--- src/rtl/edit_mem_buf_free_list_pkg.sv ---
// edit_mem_buf_free_list_pkg: shared widths and FSM encodings for the edit-memory buffer free list
package edit_mem_buf_free_list_pkg;
  localparam int EM_BUF_PTR_NBITS = 4;
  typedef enum logic {ST_INIT = 1'b0, ST_RUN = 1'b1} fl_state_e;
endpackage

--- src/rtl/edit_mem_buf_free_list_ram_1r1w.sv ---
// edit_mem_buf_free_list_ram_1r1w: 1-read 1-write RAM with a registered read port, free-list storage
module edit_mem_buf_free_list_ram_1r1w #(
  parameter int AW    = 4,
  parameter int WIDTH = 4
) (
  input  logic             clk,
  input  logic             we_i,
  input  logic [AW-1:0]    waddr_i,
  input  logic [WIDTH-1:0] wdata_i,
  input  logic             re_i,
  input  logic [AW-1:0]    raddr_i,
  output logic [WIDTH-1:0] rdata_o
);
  logic [WIDTH-1:0] mem [2**AW];
  logic [WIDTH-1:0] rdata_q;
  // write port and registered read port; read data is valid the cycle after re_i
  always_ff @(posedge clk) begin
    if (we_i) mem[waddr_i] <= wdata_i;
    if (re_i) rdata_q <= mem[raddr_i];
  end
  assign rdata_o = rdata_q;
endmodule

--- src/rtl/edit_mem_buf_free_list.sv ---
// edit_mem_buf_free_list: buffer-pointer free list (RAM FIFO + 2-entry prefetch); EM_FREE_LIST_DOUBLE_FREE_CHK_EN adds a double-free bitmap
module edit_mem_buf_free_list
  import edit_mem_buf_free_list_pkg::*;
#(
  parameter int BPTR_NBITS = EM_BUF_PTR_NBITS
) (
  input  logic                  clk,
  input  logic                  rstn,
  input  logic                  em_rel_buf_valid,
  input  logic [BPTR_NBITS-1:0] em_rel_buf_ptr,
  input  logic                  buf_alloc,
  output logic                  buf_avail,
  output logic [BPTR_NBITS-1:0] buf_alloc_ptr,
  output logic [BPTR_NBITS:0]   free_cnt,
  output logic                  init_done,
  output logic                  err_alloc_empty,
  output logic                  err_double_free
);
  localparam int NUM_BUFS = 2**BPTR_NBITS;
  typedef logic [BPTR_NBITS-1:0] ptr_t;
  typedef logic [BPTR_NBITS:0]   cnt_t;

  fl_state_e  state_q, state_d;
  ptr_t       wr_ptr_q, wr_ptr_d, rd_ptr_q, rd_ptr_d;
  cnt_t       ram_cnt_q, ram_cnt_d, free_cnt_q, free_cnt_d;
  ptr_t       head_q, head_d, next_q, next_d;
  logic [1:0] pf_cnt_q, pf_cnt_d;
  logic       infl_q, infl_d, avail_q, avail_d, init_done_q, init_done_d, err_ae_q, err_ae_d;
  logic       run, pop, rel_ok, bypass, ram_we, ram_re, push;
  logic [1:0] pf_left;
  ptr_t       ram_rdata, ram_wdata, push_val;

  assign run = state_q == ST_RUN;
  assign pop = run && buf_alloc && avail_q;
`ifdef EM_FREE_LIST_DOUBLE_FREE_CHK_EN
  logic [NUM_BUFS-1:0] bmap_q, bmap_d;
  logic                err_df_q, err_df_d;
  assign rel_ok = run && em_rel_buf_valid && bmap_q[em_rel_buf_ptr];
  // allocated bitmap: alloc marks the head pointer, an accepted release clears it
  always_comb begin
    bmap_d = bmap_q;
    if (pop) bmap_d[head_q] = 1'b1;
    if (rel_ok) bmap_d[em_rel_buf_ptr] = 1'b0;
    err_df_d = err_df_q || (em_rel_buf_valid && !rel_ok);
  end
  // bitmap and sticky double-free flag registers
  always_ff @(posedge clk or negedge rstn) begin
    if (!rstn) begin
      bmap_q   <= '0;
      err_df_q <= 1'b0;
    end else begin
      bmap_q   <= bmap_d;
      err_df_q <= err_df_d;
    end
  end
  assign err_double_free = err_df_q;
`else
  assign rel_ok = run && em_rel_buf_valid;
  assign err_double_free = 1'b0;
`endif

  assign pf_left   = pf_cnt_q - {1'b0, pop};
  assign bypass    = rel_ok && ram_cnt_q == '0 && !infl_q && pf_left != 2'd2;
  assign ram_we    = !run || (rel_ok && !bypass);
  assign ram_wdata = run ? em_rel_buf_ptr : wr_ptr_q;
  assign ram_re    = run && ram_cnt_q != '0 && (pf_left + {1'b0, infl_q}) < 2'd2;
  assign push      = infl_q || bypass;
  assign push_val  = infl_q ? ram_rdata : em_rel_buf_ptr;

  edit_mem_buf_free_list_ram_1r1w #(.AW(BPTR_NBITS), .WIDTH(BPTR_NBITS)) u_ram (
    .clk     (clk),
    .we_i    (ram_we),
    .waddr_i (wr_ptr_q),
    .wdata_i (ram_wdata),
    .re_i    (ram_re),
    .raddr_i (rd_ptr_q),
    .rdata_o (ram_rdata)
  );

  // next state: INIT fills the RAM with 0..NUM_BUFS-1, RUN moves pointers RAM -> prefetch -> consumer
  always_comb begin
    state_d     = (!run && wr_ptr_q == ptr_t'(NUM_BUFS - 1)) ? ST_RUN : state_q;
    init_done_d = init_done_q || state_d == ST_RUN;
    wr_ptr_d    = wr_ptr_q + ptr_t'(ram_we);
    rd_ptr_d    = rd_ptr_q + ptr_t'(ram_re);
    ram_cnt_d   = ram_cnt_q + cnt_t'(ram_we) - cnt_t'(ram_re);
    infl_d      = ram_re;
    head_d      = (push && pf_left == 2'd0) ? push_val : (pop ? next_q : head_q);
    next_d      = (push && pf_left == 2'd1) ? push_val : next_q;
    pf_cnt_d    = pf_left + {1'b0, push};
    avail_d     = pf_cnt_d != 2'd0;
    free_cnt_d  = free_cnt_q + cnt_t'(!run || rel_ok) - cnt_t'(pop);
    err_ae_d    = err_ae_q || (buf_alloc && !avail_q);
  end

  // state registers; reset discards everything and restarts INIT
  always_ff @(posedge clk or negedge rstn) begin
    if (!rstn) begin
      state_q     <= ST_INIT;
      wr_ptr_q    <= '0;
      rd_ptr_q    <= '0;
      ram_cnt_q   <= '0;
      free_cnt_q  <= '0;
      head_q      <= '0;
      next_q      <= '0;
      pf_cnt_q    <= '0;
      infl_q      <= 1'b0;
      avail_q     <= 1'b0;
      init_done_q <= 1'b0;
      err_ae_q    <= 1'b0;
    end else begin
      state_q     <= state_d;
      wr_ptr_q    <= wr_ptr_d;
      rd_ptr_q    <= rd_ptr_d;
      ram_cnt_q   <= ram_cnt_d;
      free_cnt_q  <= free_cnt_d;
      head_q      <= head_d;
      next_q      <= next_d;
      pf_cnt_q    <= pf_cnt_d;
      infl_q      <= infl_d;
      avail_q     <= avail_d;
      init_done_q <= init_done_d;
      err_ae_q    <= err_ae_d;
    end
  end

  assign buf_avail       = avail_q;
  assign buf_alloc_ptr   = head_q;
  assign free_cnt        = free_cnt_q;
  assign init_done       = init_done_q;
  assign err_alloc_empty = err_ae_q;
endmodule

--- config.mk ---
export PLATFORM = sky130hd
export DESIGN_NAME = edit_mem_buf_free_list
export DESIGN_NICKNAME = d
export VERILOG_FILES = /design/src/rtl/edit_mem_buf_free_list_pkg.sv /design/src/rtl/edit_mem_buf_free_list_ram_1r1w.sv /design/src/rtl/edit_mem_buf_free_list.sv
export SDC_FILE = /design/constraint.sdc
export NUM_CORES = 1
export LEC_CHECK = 0
export BUFFER_PORTS_ARGS = -buffer_cell sky130_fd_sc_hd__buf_2
export CAP_MARGIN = 10
export CORE_AREA = 3 3 94 96
export CTS_BUF_LIST = sky130_fd_sc_hd__clkbuf_4 sky130_fd_sc_hd__clkbuf_8 sky130_fd_sc_hd__clkbuf_16
export DETAILED_ROUTE_END_ITERATION = 12
export DIE_AREA = 0 0 97 99
export GPL_ROUTABILITY_DRIVEN = 0
export GPL_TIMING_DRIVEN = 0
export PLACE_DENSITY_LB_ADDON = 0.1
export SLEW_MARGIN = 20
export SYNTH_ARGS = -nofsm -noshare
export SYNTH_HDL_FRONTEND = slang
export SYNTH_SLANG_ARGS = --single-unit
--- constraint.sdc ---
create_clock -name clk -period 6 [get_ports clk]
set_input_delay 1.2 -clock clk [delete_from_list [all_inputs] [get_ports clk]]
set_output_delay 1.2 -clock clk [all_outputs]
set_load 0.02 [all_outputs]
* Word-level counts from Yosys, hierarchy flattened
Memory sizes are Yosys's and may differ from the RTL's. A register that Yosys moved wholly into a read port is not among the register bits.
Index checks and enable logic that the tools add are counted.
** Operators by class
- Add/sub/neg operators :: 9
- Order comparisons :: 1
- Eq/ne operators :: 3
- Multiplexer cells :: 7
- Reductions and logical operators :: 27
** Operator list (number)
- 2-to-1 mux 4 bit :: 4
- logical AND 1 bit :: 13
- adder 5 x 1 -> 5 bit :: 2
- subtractor 5 x 1 -> 5 bit :: 2
- adder 4 x 1 -> 4 bit :: 2
- zero test 5 bit :: 1
- logical OR 1 bit :: 5
- nonzero test 5 bit :: 1
- adder 2 x 1 -> 2 bit :: 2
- == test 4 bit (second input constant) :: 1
- zero test 1 bit :: 4
- nonzero test 2 bit :: 2
- 2-to-1 mux 1 bit :: 3
- == test 2 x 1 -> 1 bit (second input constant) :: 1
- zero test 2 bit :: 1
- < comparator 2 bit (second input constant) :: 1
- inequality test 2 bit (second input constant) :: 1
- subtractor 2 x 1 -> 2 bit :: 1
** Word-level totals
- Flip-flop bits (word level) :: 33
- Bits in writable memories :: 64
- Bits of input ports :: 8
- Memories kept :: 1
** Memories
- u_ram.mem :: words 16, bits a word 4, read ports 1, clocked after Yosys merged registers in 1, write ports 1, RTL line edit_mem_buf_free_list_ram_1r1w.sv:14 : logic [WIDTH-1:0] mem [2**AW];

* Depth between registers and ports, before layout
- Depth after elaboration :: 10
- Gate-level depth with buffers :: 17
- Depth with buffers taken out :: 15

* By module
Synthesis repeated with hierarchy kept, for this count alone.
** Second synthesis, totals
- Cells, all modules :: 273
- Area total of the unflattened synthesis :: 4461.8 µm²
** Modules (own cells, without submodules)
- edit_mem_buf_free_list_ram_1r1w :: instances 1, cells an instance 130, area an instance 2706.3 µm²
- edit_mem_buf_free_list :: instances 1, cells an instance 143, area an instance 1755.4 µm²

* Worst setup path after synthesis
OpenSTA, ideal clock, no wires.
- Kind :: input-to-reg
- Start point :: in buf_alloc
- End point :: reg ram_cnt_q[4]
- Setup time :: 0.080 ns
- Arrival :: 3.866 ns
- Path slack :: 2.054 ns
- Stages :: 16
- Buffers on the path :: 1
- Cells stage by stage :: nand3_1 > inv_1 > ha_1 > xor2_1 > a211o_1 > a21boi_4 > buf_6 > ha_1 > inv_1 > ha_1 > inv_1 > fa_1 > inv_1 > a21oi_1 > o21bai_1 > xnor2_1
** On the way
- Longest elaborated chain between the ends :: 10
- Elaborated cells between the ends (all ways) :: 13
- Those cells by class :: 4 x add/sub; 1 x order compare; 1 x eq/ne; 7 x reduce/logical
** Ends and longest elaborated chain
- start: declaration :: RTL line edit_mem_buf_free_list.sv:11 : input logic buf_alloc,
- logical AND 1 bit * (2 in a row) :: RTL line edit_mem_buf_free_list.sv:34 : assign pop = run && buf_alloc && avail_q;
- subtractor 2 x 1 -> 2 bit * :: RTL line edit_mem_buf_free_list.sv:62 : assign pf_left = pf_cnt_q - {1'b0, pop};
- inequality test 2 bit :: RTL line edit_mem_buf_free_list.sv:63 : assign bypass = rel_ok && ram_cnt_q == '0 && !infl_q && pf_left != 2'd2;
- logical AND 1 bit :: RTL line edit_mem_buf_free_list.sv:63
- zero test 1 bit :: RTL line edit_mem_buf_free_list.sv:64 : assign ram_we = !run || (rel_ok && !bypass);
- logical AND 1 bit :: RTL line edit_mem_buf_free_list.sv:64
- logical OR 1 bit :: RTL line edit_mem_buf_free_list.sv:64
- adder 5 x 1 -> 5 bit :: RTL line edit_mem_buf_free_list.sv:86 : ram_cnt_d = ram_cnt_q + cnt_t'(ram_we) - cnt_t'(ram_re);
- subtractor 5 x 1 -> 5 bit * :: RTL line edit_mem_buf_free_list.sv:86
- named net ram_cnt_d[4] :: RTL line edit_mem_buf_free_list.sv:25 : cnt_t ram_cnt_q, ram_cnt_d, free_cnt_q, free_cnt_d;
- end signal: assignment :: RTL line edit_mem_buf_free_list.sv:115 : ram_cnt_q <= ram_cnt_d;
- end: declaration :: RTL line edit_mem_buf_free_list.sv:25
Mark *: on every way through the listed nets, which the timed path passes. The rest lies on a longest branch.
A chain may end at the register's enable or synchronous reset.

* Final worst setup path
Same ends and word-level chain as after synthesis.

==> flow_metrics.py <==
metrics = {
    "run_status": {
        "run_status": "completed",
    },
    "route": {
        "vias_per_cell": 5.58,
        "ant_nets": 0,
        "dr_total_vias": 2301,
        "wire_per_inst_um": 19.0,
        "totalWireLength_um": 7820,
        "first_iter_violations": 116,
        "firstDrtPassIters": 4,
        "drc_errors": 0,
    },
    "worst_hold_path": {
        "min_delay_path_depth": 1,
        "hold_end": "err_alloc_empty",
        "hold_start": "err_alloc_empty",
        "hold_path.class": "reg2reg",
    },
    "global_routing": {
        "grt_pass1_vias": 2358,
        "track_usage_pct": 17.9,
        "grt_max_degree": 34,
        "antenna_found_initial": 0,
        "overflow": 0,
        "grt_pass1_wl_um": 13100,
    },
    "timing": {
        "fmax_mhz": 250,
        "period_minus_slack_ps": 4000,
        "slew_viol_final": 0,
        "max_slew.worst_pin.slew_ps": 1060,
        "rsz0062_at_grt": "false",
        "fin_setup_tns_ps": 0,
        "hold_viol": 0,
        "finalSetupViolCount": 0,
        "fin_crit_sh_pct": 66.6,
        "timing.clock.skew_ps": 8.91,
        "slew_headroom_pct": 28.4,
    },
    "yosys": {
        "synth_top_area_cell": "edfxtp_1",
        "synthTopCellsByArea": "edfxtp_1 (46%), dfrtp_1 (19%), mux4_2 (8.7%)",
        "ys_warn_count": 0,
        "ys_ff_latch": 101,
        "synth.avg_cell_area_um2": 16.2,
        "ys_seq_area_share_pct": 65.1,
        "ys_types": 40,
        "synth_area_mm2": 0.00440,
        "syn_nets": 299,
        "yosys.area.top_type_share_pct": 46.4,
        "syn_inst": 272,
    },
    "cells_and_area": {
        "final_common_cell": "edfxtp_1",
        "multiInputGateArea_mm2": 0.00138,
        "fin_cells": 412,
        "final_cell_mix": "edfxtp_1 (68), dfrtp_1 (33), inv_1 (22), buf_2 (20)",
        "seq_area_mm2": 0.00287,
        "syn_to_final_growth_pct": 9.38,
        "fin_nets": 329,
        "num_antenna_cells": 0,
        "final.fill_count": 629,
        "drive_gt1_share_pct": 21.5,
    },
    "setup_path": {
        "crit_type": "in2reg",
        "crit_start": "buf_alloc",
        "reg2regPathDepth": 16,
        "crit_chain": "buf_2, nand3_1, inv_1, ha_1, xor2_1, a211o_1, a21boi_4, buf_6, ha_1, inv_1, ha_1, inv_1, fa_1, inv_1, a21oi_1, o21bai_1, xnor2_1",
        "critPathLaunchType": "input port",
        "crit_path_end_kind": "register",
        "arrival_ps": 4290,
        "r2r_end": "ram_cnt_q[4]",
        "cpMostUsedCell": "inv_1",
        "cp_slowest_cell": "fa_1",
        "r2r-start": "run",
        "crit_family": "adder cells",
        "max_stage_delay_ps": 390,
        "regToRegSetupSlack_ps": 2090,
        "cp_max_fo": 10,
        "crit_required_ps": 6300,
        "path_buf_inv": 6,
    },
    "clocking": {
        "ctsHtreeMaxLevel": 3,
        "cts_root_buffer": "clkbuf_8",
        "cts_hold_buf": 0,
        "cts_resized": 0,
        "path_clk_slew_ps": 100,
        "clockBufferDepth": 2,
        "cts_setup_buffers": 0,
        "clock_latency_ps": 370,
        "clock_sinks": 101,
        "cts_buffers": 9,
        "cts_tree": "built",
    },
    "power": {
        "p_leak_nw": 1.87,
        "p_per_area_mw_per_mm2": 519,
        "vdd_ir_drop_max_v": 0.000254,
    },
    "die": {
        "fp.dieH_um": 99,
        "die_x_um": 97,
        "rows": 33,
        "core_mm2": 0.00813,
        "die_area_mm2": 0.00960,
        "ios": 21,
        "start_util_pct": 54.1,
    },
    "place": {
        "dp_cells": 396,
        "dp_hpwl_um": 5600,
        "io_buffer_count": 19,
    },
    "flow_run": {
        "max_cap_violations": 0,
    },
}
[Yosys cell counts]
library cell  number
inv_2              1
dfrtp_1           33
a21boi_4           1
edfxtp_1          68
o21ai_0            1
mux2i_1           16
nand2b_1           4
buf_4              2
a211o_1            1
fa_1               2
nand2_1            5
buf_2              1
and3_1             2
conb_1             1
nor2_1             1
ha_1              17
nor3_1             9
inv_1             22
or2_2              2
clkbuf_1           6
xnor2_1            9
or4_1              1
and2_1             1
mux4_2            17
or4b_1             1
nand3_1            3
mux2_2             4
buf_6              2
a22oi_1            1
xor2_1             6
a31o_2             1
a21o_1             4
nor4b_1            1
a21oi_1            8
a31oi_1            4
a41o_1             1
o21bai_1           2
a221oi_1           2
nor4_1             6
nor2b_1            3
[worst max-delay path by stage]
stage | to | cells after the start | slack, ps
finish | ram_cnt_q[4] | 17 | 2000
global route | ram_cnt_q[4] | 16 | 1740
CTS | ram_cnt_q[4] | 17 | 2000
detailed placement | ram_cnt_q[4] | 17 | 1600
global placement | ram_cnt_q[4] | 17 | 1650
floorplan | ram_cnt_q[4] | 16 | 2050
[stage by stage]
stage / instance area (um2) / hold WS (ps) / setup WS (ps) / util, % / total power (W)
2_1_floorplan: 4400 / 466 / 2050 / - / 0.00185
3_3_place_gp: 4630 / 433 / 1650 / 56.9 / 0.00208
3_5_place_dp: 4630 / 459 / 1600 / 56.9 / 0.00212
4_1_cts: 4820 / 482 / 2000 / 59.2 / 0.00253
5_1_grt: 4820 / 497 / 1740 / 59.2 / 0.00270
6_report: 4820 / 476 / 2000 / 59.2 / 0.00250
[logic make-up (layout without fill, tap and decap cells)]
group | after synthesis | after routing | synth area share [%]
other cells | 1 | 1 | 0.0852
xor+xnor | 15 | 15 | 2.98
mux | 37 | 37 | 13.4
fa+ha+maj | 19 | 19 | 5.74
compound gates | 26 | 26 | 4.23
flops | 101 | 101 | 65.1
simple gates | 39 | 39 | 5.03
buf+inv | 34 | 69 | 3.44
[where the power goes]
| group | switching, W | leakage, nW | internal (W) |
|---|---|---|---|
| logic | 0.000586 | 0.792 | 0.000468 |
| clock network | 0.000249 | 0.0931 | 0.000160 |
| registers | 0.0000905 | 0.988 | 0.000943 |
| total | 0.000926 | 1.87 | 0.00157 |
[per-layer routing]
layer | vias to the layer above | GRT usage [%] | routed length (um)
met1 | 1176 | 25.9 | 3740
li1 | 1076 | - | -
met2 | 40 | 26.9 | 3640
met3 | 9 | 4.74 | 332
met5 | - | 0 | 0
met4 | 0 | 5.72 | 107
[registers in the layout (all words and copies together), names as in the netlist]
register	count
infl_q	1
init_done	1
run	1
next_q	4
buf_avail	1
free_cnt	5
u_ram.mem	64
pf_cnt_q	2
u_ram.rdata_o	4
rd_ptr_q	4
buf_alloc_ptr	4
wr_ptr_q	4
ram_cnt_q	5
err_alloc_empty	1
[final cells by class]
cell class | instances | area share [%]
sequential | 101 | 59.5
clock buffer | 9 | 2.57
inverter | 23 | 1.79
buffer | 11 | 1.35
timing repair buffer | 19 | 1.97
tap | 105 | 2.73
multi-input combinational | 137 | 28.7
clock inverter | 7 | 1.30
Power figures use the tool's default switching activity.
